==> config.mk <==
export PLATFORM = sky130hd
export DESIGN_NAME = cpu_mem_arbiter
export DESIGN_NICKNAME = d
export VERILOG_FILES = /design/src/rtl/cpu_mem_pkg.sv /design/src/rtl/cpu_mem_arbiter.sv
export SDC_FILE = /design/constraint.sdc
export NUM_CORES = 1
export LEC_CHECK = 0
export ABC_CLOCK_PERIOD_IN_PS = 2600
export CELL_PAD_IN_SITES_DETAIL_PLACEMENT = 0
export CELL_PAD_IN_SITES_GLOBAL_PLACEMENT = 1
export CORE_MARGIN = 2
export CORE_UTILIZATION = 11
export DETAILED_ROUTE_END_ITERATION = 6
export GPL_TIMING_DRIVEN = 0
export HOLD_SLACK_MARGIN = 0.06
export PLACE_DENSITY = 0.93
export SETUP_SLACK_MARGIN = 0.3
export SYNTH_ARGS = -nofsm -noshare
export SYNTH_HDL_FRONTEND = slang
export SYNTH_SLANG_ARGS = --single-unit
==> constraint.sdc <==
create_clock -name clk -period 2.6 [get_ports clk]
set_input_delay 0.78 -clock clk [delete_from_list [all_inputs] [get_ports clk]]
set_output_delay 0.78 -clock clk [all_outputs]
set_load 0.05 [all_outputs]
==> src/rtl/cpu_mem_pkg.sv <==
// Shared definitions for the CPU memory subsystem: default bus widths and
// the read-response owner encoding used by the memory arbiter.
package cpu_mem_pkg;

  localparam int CPU_ADDR_W = 32;
  localparam int CPU_DATA_W = 32;

  typedef enum logic [1:0] {
    OWN_NONE = 2'd0,
    OWN_IF   = 2'd1,
    OWN_D    = 2'd2
  } resp_owner_t;

endpackage

==> src/rtl/cpu_mem_arbiter.sv <==
// Shares one single-port synchronous memory between instruction fetch and
// load/store. Data wins ties, but a streak counter hands the memory to fetch
// after MAX_D_STREAK consecutive data grants taken while fetch was waiting.
// Read data returns one cycle after the grant and is steered to its issuer.
module cpu_mem_arbiter
  import cpu_mem_pkg::*;
#(
  parameter int ADDR_W       = CPU_ADDR_W,
  parameter int DATA_W       = CPU_DATA_W,
  parameter int MAX_D_STREAK = 4
) (
  input  logic                clk,
  input  logic                rst,
  input  logic                if_req,
  input  logic [ADDR_W-1:0]   if_addr,
  output logic                if_gnt,
  output logic                if_rvalid,
  output logic [DATA_W-1:0]   if_rdata,
  input  logic                d_req,
  input  logic                d_we,
  input  logic [ADDR_W-1:0]   d_addr,
  input  logic [DATA_W-1:0]   d_wdata,
  input  logic [DATA_W/8-1:0] d_be,
  output logic                d_gnt,
  output logic                d_rvalid,
  output logic [DATA_W-1:0]   d_rdata,
  output logic                mem_en,
  output logic                mem_we,
  output logic [ADDR_W-1:0]   mem_addr,
  output logic [DATA_W-1:0]   mem_wdata,
  output logic [DATA_W/8-1:0] mem_be,
  input  logic [DATA_W-1:0]   mem_rdata
);

  localparam int STREAK_W = $clog2(MAX_D_STREAK + 1);
  localparam logic [STREAK_W-1:0] STREAK_MAX = STREAK_W'(MAX_D_STREAK);

  resp_owner_t         resp_owner_q, resp_owner_d;
  logic [STREAK_W-1:0] streak_q, streak_d;

  // Grant decision: data first unless fetch has waited through a full streak.
  always_comb begin
    if_gnt = 1'b0;
    d_gnt  = 1'b0;
    if (!rst) begin
      if (d_req && !(if_req && (streak_q == STREAK_MAX))) begin
        d_gnt = 1'b1;
      end else if (if_req) begin
        if_gnt = 1'b1;
      end
    end
  end

  // Memory command mux; fetch is always a full-word read.
  always_comb begin
    mem_en    = if_gnt | d_gnt;
    mem_we    = d_gnt & d_we;
    mem_addr  = if_gnt ? if_addr : d_addr;
    mem_wdata = if_gnt ? '0 : d_wdata;
    mem_be    = if_gnt ? '1 : d_be;
  end

  // Next owner of the read data and next streak length.
  always_comb begin
    resp_owner_d = OWN_NONE;
    if (if_gnt) begin
      resp_owner_d = OWN_IF;
    end else if (d_gnt && !d_we) begin
      resp_owner_d = OWN_D;
    end

    streak_d = streak_q;
    if (!if_req || if_gnt) begin
      streak_d = '0;
    end else if (d_gnt && (streak_q != STREAK_MAX)) begin
      streak_d = streak_q + 1'b1;
    end
  end

  // State registers with synchronous reset.
  always_ff @(posedge clk) begin
    if (rst) begin
      resp_owner_q <= OWN_NONE;
      streak_q     <= '0;
    end else begin
      resp_owner_q <= resp_owner_d;
      streak_q     <= streak_d;
    end
  end

  // Response valids are masked during reset so a read granted just before
  // reset is never acknowledged.
  assign if_rvalid = !rst && (resp_owner_q == OWN_IF);
  assign d_rvalid  = !rst && (resp_owner_q == OWN_D);
  assign if_rdata  = mem_rdata;
  assign d_rdata   = mem_rdata;

endmodule

### After elaboration in Yosys (flattened, before gate mapping)

Index checks and enable logic that the tools add are counted.

| cells by class | value |
|---|---|
| shifts and indexed selects | 0 |
| add/sub/neg operators | 1 |
| $lt $le $gt $ge | 0 |
| mux-type cells | 10 |
| bitwise logic cells | 2 |
| multipliers | 0 |
| equal/unequal tests | 4 |
| reduce and logical (&&, ||, !) cells | 13 |
| div/mod/pow operators | 0 |

Operator list:

| cell | count |
|---|---|
| $mux 32 | 2 |
| $logic_and 1x1->1 | 6 |
| $mux 1 | 6 |
| $logic_not 1->1 | 4 |
| $mux 4 | 1 |
| $reduce_or 2->1 | 2 |
| $add 3x1->3 const B | 1 |
| $eq 3x3->1 const B | 1 |
| $ne 3x3->1 const B | 1 |
| $eq 2x1->1 const B | 1 |
| $eq 2x2->1 const B | 1 |
| $mux 2 | 1 |
| $and 1x1->1 | 1 |
| $logic_or 1x1->1 | 1 |
| $or 1x1->1 | 1 |

| storage, ports and cells | value |
|---|---|
| memory bits (read-only) | 0 |
| memory bits (writable) | 0 |
| latch bits | 0 |
| memories kept | 0 |
| register bits | 5 |
| bits of input ports | 137 |

### Logic depth before layout (Yosys ltp)

Gate-level depths: netlist (run 1).

| depth | value |
|---|---|
| depth after elaboration | 9 |
| gate-level depth with buffers | 7 |
| depth with buffers taken out | 5 |

### Worst setup path after synthesis (run 1)

OpenSTA, ideal clock, no wires.

| timing path | value |
|---|---|
| path kind | input to output |
| start point | input d_req |
| end point | output mem_we |
| arrival | 2.730 ns |
| cell stages on the path | 3 |
| path slack | -0.910 ns |
| path through | inv_1 a311oi_1 and2_1 |

| between the ends | value |
|---|---|
| word-level cells in the longest chain between the ends | 4 |

RTL lines:

| item | line | RTL |
|---|---|---|
| from (decl) | cpu_mem_arbiter.sv:19 | `input logic d_req,` |
| $logic_and 1x1->1 | cpu_mem_arbiter.sv:46 | `if (d_req && !(if_req && (streak_q == STREAK_MAX))) begin` |
| $mux 1 | cpu_mem_arbiter.sv:46 |  |
| $mux 1 | cpu_mem_arbiter.sv:45 | `if (!rst) begin` |
| via d_gnt | cpu_mem_arbiter.sv:24 | `output logic d_gnt,` |
| $and 1x1->1 | cpu_mem_arbiter.sv:57 | `mem_we = d_gnt & d_we;` |
| to (decl) | cpu_mem_arbiter.sv:28 | `output logic mem_we,` |

The timed path passes the listed nets, and every way through them passes these cells.

### Worst setup path in the final report (run 1)

| timing path | value |
|---|---|
| start point | input rst |
| end point | output mem_addr[28] |

| between the ends | value |
|---|---|
| word-level cells in the longest chain between the ends | 2 |

RTL lines:

| item | line | RTL |
|---|---|---|
| from (decl) | cpu_mem_arbiter.sv:13 | `input logic rst,` |
| $mux 1 | cpu_mem_arbiter.sv:45 |  |
| $mux 32 | cpu_mem_arbiter.sv:58 | `mem_addr = if_gnt ? if_addr : d_addr;` |
| to (decl) | cpu_mem_arbiter.sv:29 | `output logic [ADDR_W-1:0] mem_addr,` |

Every way passes these cells.

==> flow_metrics.py, run 1 <==
metrics = {
    "cts": {
        "tritoncts": "yes",
        "htreeDepth": 1,
        "numCtsBuffers": 3,
        "clk_pin_slew_ns": 0.03,
        "cts_buffer_depth": 2,
        "cts.sinks": 5,
        "cts_hold_buf": 0,
        "clkLatencyLatePin_ns": 0.23,
        "root_buffer": "clkbuf_16",
    },
    "setup_path": {
        "reg2regPathDepth": 4,
        "cp.arrival_ns": 1.95,
        "r2r_start": "streak_q[0]$_SDFFE_PP0P_",
        "reg2reg_slack_ns": 1.47,
        "crit_fanout": 6,
        "cp-start-kind": "input pin",
        "worstSetupEndpointType": "primary output",
        "critPathKind": "in2out",
        "cp.required_ns": 1.82,
        "reg2reg_to": "resp_owner_q[1]$_SDFF_PP0_",
    },
    "route": {
        "viasPerCell": 3.49,
        "vias": 2106,
        "remaining_drc_errors": 0,
        "wl_per_cell_um": 13.7,
        "wirelength_mm": 8.28,
        "antenna_left": 0,
        "firstDrtPassIters": 4,
        "drtIter0Drc": 15,
    },
    "sta": {
        "hold_violations": 0,
        "tightest_slew_ns": 0.506,
        "min_period_over_period_pct": 105,
        "rsz0062_at_grt": "true",
        "period_needed_ns": 2.73,
        "slew_viol_final": 0,
        "max_freq_mhz": 366,
        "fin_worst_skew_ns": 0.0000967,
        "worst_slack_ns": -0.132,
        "maxSlewHeadroom_pct": 66.4,
        "finalSetupViolations": 63,
    },
    "run_status": {
        "status": "finished, violations left",
        "violations": "negative setup slack",
    },
    "global_route": {
        "track_usage_pct": 10.7,
        "grt_max_degree": 11,
        "gr-total-overflow": 0,
        "grt_antenna_before_repair": 0,
        "grt_pass1_wl_mm": 11.2,
        "grt_pass1_vias": 2192,
    },
    "die": {
        "dieWidth_um": 116,
        "initial_utilization_pct": 11.4,
        "core_area_um2": 12100,
        "ioPinCount": 275,
        "row_count": 40,
        "fp.dieH_um": 116,
        "dieArea_um2": 13400,
    },
    "power_and_ir_drop": {
        "vdd_drop_max_mv": 0.265,
        "p_int_mw": 0.848,
        "power_mw": 1.54,
        "p_leak_nw": 2.40,
        "seq_power_share_pct": 5.2,
        "pwr-share-comb_pct": 78.1,
        "clkPwrFrac_pct": 16.7,
        "sw_frac_of_total_pct": 45.1,
        "p_per_area_nw_per_um2": 308,
        "switching_power_mw": 0.695,
    },
    "synthesis": {
        "synthCells": 167,
        "seq_area_frac_synth_pct": 7.26,
        "ys_ff_latch": 5,
        "synth.avg_cell_area_um2": 8.26,
        "ys_types": 19,
        "syn_nets": 306,
        "yosysWarnings": 0,
        "syn_area_um2": 1380,
    },
    "cells_and_area": {
        "diodes": 0,
        "mostFrequentLayoutCells": "clkdlybuf4s50_1 (101), buf_4 (73), dlygate4sd2_1 (64)",
        "finalNetCount": 575,
        "drive_above_1_share_pct": 57.0,
        "layout.cells.most_common": "clkdlybuf4s50_1",
        "fill_cells": 1189,
        "area_growth_syn_to_layout_pct": 263,
    },
    "hold_path": {
        "min_from": "streak_q[0]$_SDFFE_PP0P_",
        "min_path_type": "reg2reg",
        "whs_path_depth": 1,
        "hold_path_end": "streak_q[0]$_SDFFE_PP0P_",
    },
    "flow_run": {
        "maxCapViolCount": 0,
    },
    "placed_design": {
        "place.gp.congestion": 0.708,
        "io_buffers": 242,
        "dpl.hpwl_mm": 7.03,
        "dp_worst_setup_slack_ns": -1.60,
    },
}
-- cells in the mapped netlist --
cell	count	area share, %
inv_1	5	1.4
nor2b_1	33	15
mux2_2	32	26
buf_4	65	35
dfxtp_1	5	7.3
nand2_1	2	0.54
nor3b_1	2	1.1
mux2i_1	1	0.73
a311oi_1	1	0.64
buf_6	3	2.4
a21oi_1	2	0.73
or2_2	4	1.8
nor3_1	3	1.1
nor2_1	1	0.27
ha_1	2	1.8
buf_2	3	1.1
and2_1	1	0.45
a21oi_4	1	1.2
nand2b_4	1	1.0
-- flip-flops by register name (all words and copies together), names as in the netlist --
register and count:
streak_q 3, resp_owner_q 2
-- stage by stage --
| stage | utilization, % | cells | hold slack [ns] | cell area (µm²) | TNS, ns |
|---|---|---|---|---|---|
| 2_1_floorplan | - | 167 | 0.428 | 1750 | -0.489 |
| 3_3_place_gp | 36.2 | 577 | 0.440 | 4380 | -93.49 |
| 3_5_place_dp | 36.2 | 577 | 0.463 | 4380 | -94.70 |
| 4_1_cts | 39.9 | 593 | 0.463 | 4830 | -4.50 |
| 5_1_grt | 41.3 | 603 | 0.439 | 5010 | -8.48 |
| 6_report | 41.3 | 603 | 0.425 | 5010 | -5.10 |
-- final cells by class --
cell class                      count  area, µm²  share of cell area (%)
Multi-Input combinational cell     86       1090                    21.8
Inverter                            5       21.3                   0.425
Sequential cell                     5        101                    2.02
Clock buffer                        4       78.8                    1.57
Timing Repair Buffer              264       2880                    57.4
Tap cell                          168        210                    4.20
Buffer                             71        628                    12.5
-- critical path, cell delays in order --
cell and delay (ns):
buf_8 0.10, nand2b_4 0.15, a21oi_4 0.16, buf_12 0.16, buf_12 0.13, mux2_4 0.31
buf_12 0.15
-- cells by family (layout without fill, tap and decap cells) --
| logic type | Yosys count | in the layout | synth area share [%] |
|---|---|---|---|
| fa+ha+maj | 2 | 2 | 1.81 |
| flops | 5 | 5 | 7.26 |
| compound gates | 4 | 4 | 2.54 |
| mux | 33 | 33 | 26.9 |
| buf+inv | 76 | 344 | 40.3 |
| simple gates | 47 | 47 | 21.2 |
-- per-layer routing --
| metal | up-vias | global-route usage [%] | share of wire (%) |
|---|---|---|---|
| met5 | - | 0 | 0 |
| met4 | 0 | 1.90 | 0.62 |
| met3 | 4 | 4.13 | 13 |
| met2 | 139 | 22.3 | 57 |
| met1 | 954 | 9.68 | 30 |
| li1 | 1009 | - | - |
-- worst max path at each step --
stage,depth (start not counted),endpoint,startpoint
2_1_floorplan,3,mem_we,d_req
3_3_place_gp,6,mem_addr[28],rst
3_5_place_dp,6,mem_addr[28],rst
4_1_cts,7,mem_addr[31],rst
5_1_grt,7,mem_addr[28],rst
6_report,7,mem_addr[28],rst
-- repair_timing --
action	4_1_cts	5_1_grt
endpoints found under the setup margin	138	71
pin swaps	2	2
resized for setup	641	23
setup buffers	9	8
gates cloned	3	2
-- power groups by stage --
stage / Sequential (mW) / Combinational [mW] / Clock [mW]
finish: 0.0808 / 1.20 / 0.258
global route: 0.0811 / 1.25 / 0.266
CTS: 0.0807 / 1.19 / 0.261
detailed placement: 0.0818 / 1.12 / 0
global placement: 0.0816 / 1.12 / 0
floorplan: 0.0814 / 0.701 / 0
No activity file was read; power rests on OpenSTA's default activity.
==> run 2, diff against run 1 <==
--- a/config.mk
+++ b/config.mk
@@ -6,6 +6,7 @@
 export NUM_CORES = 1
 export LEC_CHECK = 0
 export ABC_CLOCK_PERIOD_IN_PS = 2600
+export CAP_MARGIN = 20
 export CELL_PAD_IN_SITES_DETAIL_PLACEMENT = 0
 export CELL_PAD_IN_SITES_GLOBAL_PLACEMENT = 1
 export CORE_MARGIN = 2
@@ -15,6 +16,7 @@
 export HOLD_SLACK_MARGIN = 0.06
 export PLACE_DENSITY = 0.93
 export SETUP_SLACK_MARGIN = 0.3
+export SLEW_MARGIN = 20
 export SYNTH_ARGS = -nofsm -noshare
 export SYNTH_HDL_FRONTEND = slang
 export SYNTH_SLANG_ARGS = --single-unit
==> results of run 2 <==
Final layout, timing and power as in run 1 (identical DEF).
==> RTL change: new RTL, flow settings as in run 1 <==
Set the package constant `CPU_DATA_W` to 24 (it was 32).
--- a/src/rtl/cpu_mem_pkg.sv
+++ b/src/rtl/cpu_mem_pkg.sv
@@ -4,5 +4,5 @@
 
   localparam int CPU_ADDR_W = 32;
-  localparam int CPU_DATA_W = 32;
+  localparam int CPU_DATA_W = 24;
 
   typedef enum logic [1:0] {
Ports: changed (7 resized); port bits go from 275 to 233. No check against the original RTL was run, so the function may have changed too.
==> RTL change against run 1 <==
The flow still finishes with violations (setup timing); design area shrank 12%; critical path depth is 1 higher; area after synthesis shrank 13%; global-route usage shrank 0.35 points; power decreased by 18%; sequential cell count stayed put; core utilization down 0.28 points; count of clock-buffer cells in the layout did not move; routed wire length is 14% lower; clock power down 45%; worst setup slack lost 0.058 ns.
==> RTL change: results (changes against run 1) <==
GRT Total Usage 10.3% (-0.35 points); placed cell areas 3710 um2 (-15%); final worst slack -0.190 ns (-0.0579 ns); R2R setup slack 1.50 ns (+0.03 ns); Logic pwr share 82.4% (+4.3 points); final setup fails 59 (-6.3%); Buffers excl. clock 290 (-13%); hpwl dp 5.86 mm (-17%); Worst Path Arrival 2.01 ns (+0.06 ns); via count 1881 (-11%); DRT Pass-1 Iters 3 (-1); register area share after synthesis 8.36% (+1.1 points); Max IR drop VDD 0.203 mV (-24%); routed vias/inst 3.60 (+3.2%); status finished with violations; CTS root buffer clkbuf_8; fillcell total 1069 (-10%); Final Net Count 504 (-12%); Die X 108 um (-6.6%); failing checks setup timing; Multi-input gate area 990 um2 (-9.3%); global-route wire length before repair 9.43 mm (-16%); P_clk 142 uW (-45%); multi-input combinational gate total 77 (-10%); Net Sw Power 576 uW (-17%)
==> RTL change: cell count changes in the layout (fill, tap and decap cells not counted), moves of 4 or more <==
cell             delta
nor2b_4             -6
clkdlybuf4s50_1     -9
buf_4              -19
clkbuf_16           -4
dlygate4sd2_1      -16
==> RTL change: routing by layer <==
metal,global-route usage (%),routed length [um],vias up
met2,21.8,4050,119
met1,9.28,2230,865
li1,-,-,893
met4,1.65,42,0
met3,3.86,828,4
met5,0,0,-
==> RTL change: what timing repair did <==
action	CTS	global route
buffers inserted	14	10
pin swaps	2	2
hold buffers	0	0
gates resized for setup	567	41
endpoints found under the setup margin	113	62
gates cloned	3	1
==> RTL change: cell families after synthesis <==
kind of cell,count (synthesis),share of synthesized area [%]
adder cells (fa/ha/maj),2,2.09
buffers and inverters,59,35.9
AO/OA/AOI/OAI,4,2.93
AND/OR/NAND/NOR,38,19.7
flip-flops,5,8.36
multiplexers,33,30.9
